==> config.mk <==
export PLATFORM = sky130hd
export DESIGN_NAME = regfile_mp
export DESIGN_NICKNAME = d
export VERILOG_FILES = /design/src/rtl/regfile_pkg.sv /design/src/rtl/regfile_scoreboard.sv /design/src/rtl/regfile_mp.sv
export SDC_FILE = /design/constraint.sdc
export NUM_CORES = 2
export LEC_CHECK = 0
export ABC_AREA = 1
export ABC_CLOCK_PERIOD_IN_PS = 5700
export BUFFER_PORTS_ARGS = -buffer_cell sky130_fd_sc_hd__buf_2
export CAP_MARGIN = 25
export CORE_MARGIN = 8
export CORE_UTILIZATION = 40
export DETAILED_ROUTE_END_ITERATION = 10
export PLACE_DENSITY = 0.53
export SETUP_SLACK_MARGIN = 0.05
export SYNTH_ARGS = -nofsm -noshare
export SYNTH_HDL_FRONTEND = slang
export SYNTH_SLANG_ARGS = --single-unit
==> constraint.sdc <==
create_clock -name clk_i -period 5.7 [get_ports clk_i]
set_input_delay 1.14 -clock clk_i [delete_from_list [all_inputs] [get_ports clk_i]]
set_output_delay 1.14 -clock clk_i [all_outputs]
set_load 0.1 [all_outputs]
==> src/rtl/regfile_pkg.sv <==
// rtl/regfile_pkg.sv - shared types, width helper and constants for the multi-port register file
package regfile_pkg;

    localparam int DEF_W     = 32;
    localparam int DEF_DEPTH = 32;
    localparam int DEF_NR    = 2;
    localparam int DEF_NW    = 1;

    function automatic int addr_w(input int depth);
        return (depth <= 2) ? 1 : $clog2(depth);
    endfunction

    localparam int DEF_AW = addr_w(DEF_DEPTH);

    typedef logic [DEF_AW-1:0]       addr_t;
    typedef logic [DEF_W-1:0]        data_t;
    typedef logic [DEF_NR-1:0]       rd_vec_t;
    typedef logic [DEF_NW-1:0]       wr_vec_t;

    localparam addr_t ZERO_ADDR = '0;

endpackage

==> src/rtl/regfile_scoreboard.sv <==
// rtl/regfile_scoreboard.sv - per-register busy bits with set-over-clear priority and registered popcount
module regfile_scoreboard
    import regfile_pkg::*;
#(
    parameter int DEPTH = 32,
    parameter int AW    = addr_w(DEPTH)
) (
    input  logic             clk_i,
    input  logic             rst_i,
    input  logic [DEPTH-1:0] set,
    input  logic [DEPTH-1:0] clr,
    output logic [DEPTH-1:0] busy,
    output logic [AW:0]      busy_cnt
);

    logic [DEPTH-1:0] busy_next;
    logic [AW:0]      cnt_next;

    // A new issue beats a completing write: the register has a fresh producer.
    always_comb begin
        busy_next = (busy & ~clr) | set;
        cnt_next  = '0;
        for (int i = 0; i < DEPTH; i++) begin
            cnt_next = cnt_next + (AW+1)'(busy_next[i]);
        end
    end

    always_ff @(posedge clk_i or negedge rst_i) begin
        if (!rst_i) begin
            busy     <= '0;
            busy_cnt <= '0;
        end else begin
            busy     <= busy_next;
            busy_cnt <= cnt_next;
        end
    end

endmodule

==> src/rtl/regfile_mp.sv <==
// rtl/regfile_mp.sv - multi-port register file with hardwired x0, write bypass and busy scoreboard
module regfile_mp
    import regfile_pkg::*;
#(
    parameter int W       = 32,
    parameter int DEPTH   = 32,
    parameter int NR      = 2,
    parameter int NW      = 1,
    parameter int ZERO_X0 = 1,
    parameter int BYPASS  = 1,
    parameter int AW      = addr_w(DEPTH)
) (
    input  logic             clk_i,
    input  logic             rst_i,
    input  logic [NW-1:0]    wr_en_i,
    input  logic [NW*AW-1:0] wr_addr_i,
    input  logic [NW*W-1:0]  wr_data_i,
    input  logic [NR*AW-1:0] rs_addr_i,
    output logic [NR*W-1:0]  rs_data_o,
    output logic [NR-1:0]    rs_busy_o,
    input  logic             issue_en_i,
    input  logic [AW-1:0]    issue_addr_i,
    output logic [AW:0]      busy_cnt_o
);

    logic [W-1:0]     regs [DEPTH];
    logic [NW-1:0]    live;
    logic [DEPTH-1:0] set;
    logic [DEPTH-1:0] clr;
    logic [DEPTH-1:0] busy;
    logic [AW-1:0]    ra;
    logic [W-1:0]     rd;
    logic             rb;

    always_comb begin
        live = '0;
        clr  = '0;
        set  = '0;
        for (int p = 0; p < NW; p++) begin
            live[p] = wr_en_i[p] &&
                      !((ZERO_X0 != 0) && (wr_addr_i[p*AW +: AW] == AW'(ZERO_ADDR)));
            if (live[p]) begin
                clr[wr_addr_i[p*AW +: AW]] = 1'b1;
            end
        end
        if (issue_en_i && !((ZERO_X0 != 0) && (issue_addr_i == AW'(ZERO_ADDR)))) begin
            set[issue_addr_i] = 1'b1;
        end
    end

    // Ports applied in ascending order so the highest index wins a shared address.
    always_ff @(posedge clk_i or negedge rst_i) begin
        if (!rst_i) begin
            for (int i = 0; i < DEPTH; i++) begin
                regs[i] <= '0;
            end
        end else begin
            for (int p = 0; p < NW; p++) begin
                if (live[p]) begin
                    regs[wr_addr_i[p*AW +: AW]] <= wr_data_i[p*W +: W];
                end
            end
        end
    end

    // Forwarding is suppressed while in reset so reads show the cleared state.
    always_comb begin
        rs_data_o = '0;
        rs_busy_o = '0;
        ra        = '0;
        rd        = '0;
        rb        = 1'b0;
        for (int r = 0; r < NR; r++) begin
            ra = rs_addr_i[r*AW +: AW];
            rd = regs[ra];
            if ((BYPASS != 0) && rst_i) begin
                for (int p = 0; p < NW; p++) begin
                    if (live[p] && (wr_addr_i[p*AW +: AW] == ra)) begin
                        rd = wr_data_i[p*W +: W];
                    end
                end
            end
            if ((ZERO_X0 != 0) && (ra == AW'(ZERO_ADDR))) begin
                rd = '0;
            end
            rb = busy[ra];
            if ((BYPASS != 0) && clr[ra] && !set[ra]) begin
                rb = 1'b0;
            end
            rs_data_o[r*W +: W] = rd;
            rs_busy_o[r]        = rb;
        end
    end

    regfile_scoreboard #(
        .DEPTH (DEPTH),
        .AW    (AW)
    ) u_scoreboard (
        .clk_i    (clk_i),
        .rst_i    (rst_i),
        .set      (set),
        .clr      (clr),
        .busy     (busy),
        .busy_cnt (busy_cnt_o)
    );

endmodule

==> impl_metrics.tcl <==
set metrics [dict create \
    status "complete, no violations" \
    ant_nets 0 \
    netlist_top_cells_area "dfrtp_1 45%, o21ai_0 13%, nand2_1 11%, a21oi_1 6.7%, inv_1 3.9%" \
    finalCriticalPeriod_ps 5680 \
    slew_violations 0 \
    hold_slack_ps 241 \
    ys_ff_latch 1062 \
    final_cells 9682 \
    placed_area_um2 62400 \
    yosys_most_used_dff "dfrtp_1" \
    slew_headroom_pct 17.7 \
    grt_pass1_wl_um 392000 \
    die_area_um2 159000 \
    synthToLayoutAreaGrowth_pct 14.1 \
    routedWlPerCell_um 27.8 \
    port_buffers 127 \
    p_sw_uw 9840 \
    gp_congestion 0.926 \
    max_freq_mhz 176 \
    rsz0062_at_grt "yes" \
    fp.dieH_um 399 \
    start_kind "primary input" \
    start_util_pct 40.3 \
    cts_tree "done" \
    cts_max_level 4 \
    yosys_warnings 0 \
    viasPerCell 6.06 \
    clk_latency_ps 790 \
    irDropWorstVdd_mv 1.03 \
    drv_cap 0 \
    synth_area_leader_cell "dfrtp_1" \
    avgSynthCellArea_um2 7.50 \
    synth_top_area_share_pct 45.2 \
    firstDrtPassIters 7 \
    fin_nets 7743 \
    grt_overflow 0 \
    crit_arrival_ps 6320 \
    die_w_um 399 \
    ys_types 45 \
    path_max_fanout 2 \
    design.core.area_um2 146000 \
    power.density_nw_per_um2 413 \
    dp.cells 9433 \
    grt_pass1_vias 56000 \
    cp-end-kind "register" \
    num_rows 140 \
    grt_max_degree 174 \
    final_area_um2 67000 \
    internal_power_uw 17900 \
    min_period_over_period_pct 99.6 \
    synth_edf_count 0 \
    grt_usage_pct 33.1 \
    drt-total-wl_um 269000 \
    first_iter_violations 7471 \
    worst_slew_pin_slew_ps 1230 \
    syn_inst 7837 \
    cts_root_buffer "clkbuf_16" \
    hold_violations 0 \
    drive_gt1_share_pct 9.83 \
    cts_sinks 1062 \
    worstPathRequired_ps 6350 \
    yosysSeqAreaShare_pct 45.2 \
    p_comb_share_pct 32.9 \
    postSynth.asyncResetShare_pct 100 \
    worst-setup-path-type "in -> reg" \
    hold_path_class "in -> async" \
    antenna_found_initial 9 \
    cts_buffer_depth 3 \
    num_io_pins 128 \
    vias 58600 \
    dp_hpwl_um 155000 \
    power_frac_seq_pct 36.2 \
    path_clk_slew_ps 60 \
    clkPwrFrac_pct 30.9 \
    skew_ps 25.9 \
    p_leak_uw 0.0296 \
    finalSetupViolCount 0 \
    ctsHoldBuffers 0 \
    syn_nets 7925 \
    drc 0 \
    cts_buffers 130 \
    p_sw_share_pct 35.5 \
    netlist_area_um2 58700 \
]
[through the flow]
stage	worst slack, ps	setup TNS, ps	util (%)	total power [µW]
2_1_floorplan	-527	-1900	-	15600
3_3_place_gp	-912	-4440	42.8	18600
3_5_place_dp	-951	-4620	42.8	18600
4_1_cts	0.806	0	45.8	27200
5_1_grt	-140	-204	46.0	29400
6_report	24.2	0	46.0	27700
[final timing paths]
kind	from	to	slack, ps	cells past startpoint
min reg2reg	regs[992]	regs[992]	380	0
max in group asynchronous	rst_i	regs[107]	2820	4
max	issue_addr_i[3]	u_scoreboard.busy_cnt[4]	20	21
min	rst_i	regs[635]	240	1
max reg2reg	u_scoreboard.busy[1]	u_scoreboard.busy_cnt[4]	330	18
min in group clk_i	regs[992]	regs[992]	380	0
[layer usage]
layer | GRT usage [%] | vias to the layer above | wire length, µm
met3 | 6.42 | 772 | 25300
met4 | 17.2 | 0 | 15700
met5 | 0 | - | 0
met1 | 44.5 | 28400 | 111000
li1 | - | 26100 | -
met2 | 50.6 | 3367 | 118000
[cell usage after synthesis, types with 9 or more instances]
cell type and count:
buf_1 72, clkbuf_1 388, inv_2 16, nand2_1 1697
a211oi_1 9, xor2_1 10, o21ai_0 1508, o2111ai_1 125
nand4_1 89, dfrtp_1 1062, o21ai_1 26, o211ai_1 222
buf_4 22, buf_2 261, o221ai_1 43, buf_6 14
fa_1 24, o22ai_1 19, a21oi_1 781, nor2_1 302
nand3_1 457, a22oi_1 26, inv_1 614
[kinds of logic (layout without fill, tap and decap cells)]
logic type	count (synthesis)	after routing	share of synthesized area (%)
compound gates	2772	2772	25.9
flops	1062	1062	45.2
fa+ha+maj	32	32	0.988
simple gates	2568	2568	18.0
other cells	0	6	0
xor+xnor	11	11	0.164
buf+inv	1392	1314	9.78
[area by class of cell]
class,count,area (µm²)
inverters,634,2430
clock inverters,36,365
clock buffers,200,4000
flip-flops and latches,1062,26600
diodes,6,15.0
well taps,1917,2400
fillers,14700,78700
repair buffers,444,4410
multi-input cells,5383,26800
[layout by cell type, fill, tap and decap left out, drive strengths merged, types with 36 or more instances in the layout]
| cell type | instances |
|---|---|
| inv | 630 |
| o221ai | 43 |
| nor2 | 309 |
| dfrtp | 1062 |
| clkbuf | 200 |
| a21oi | 781 |
| o21ai | 1534 |
| clkinv | 36 |
| o211ai | 222 |
| nand4 | 89 |
| o2111ai | 125 |
| nand3 | 463 |
| nand2 | 1701 |
| buf | 444 |
[repair_timing]
action	4_1_cts	5_1_grt
setup endpoints to repair	5	5
setup buffers	0	7
resized for setup	8	50
pin swaps	1	12
[sequential cells by signal (all words and copies together), names as in the netlist]
signal / flops
u_scoreboard.busy_cnt: 6
u_scoreboard.busy: 32
regs: 1024
[power groups by stage]
stage | sequential (µW) | combinational (µW) | clock [µW]
after floorplan | 10000 | 5550 | 0
after global placement | 10100 | 8540 | 0
after detailed placement | 10100 | 8520 | 0
after CTS | 9980 | 8580 | 8670
after global routing | 10200 | 10300 | 8960
final | 10000 | 9130 | 8570
[critical path: stages]
cell,delay (ps)
buf_4,130
nor2_4,90
nand2_2,70
buf_6,120
o22ai_4,180
ha_4,230
fa_1,490
inv_2,50
fa_2,630
inv_2,50
fa_1,530
inv_2,50
fa_1,500
fa_1,540
inv_2,40
fa_1,550
fa_2,230
inv_2,40
fa_2,360
o21a_1,190
xor2_1,140
No activity file was read; power rests on OpenSTA's default activity.
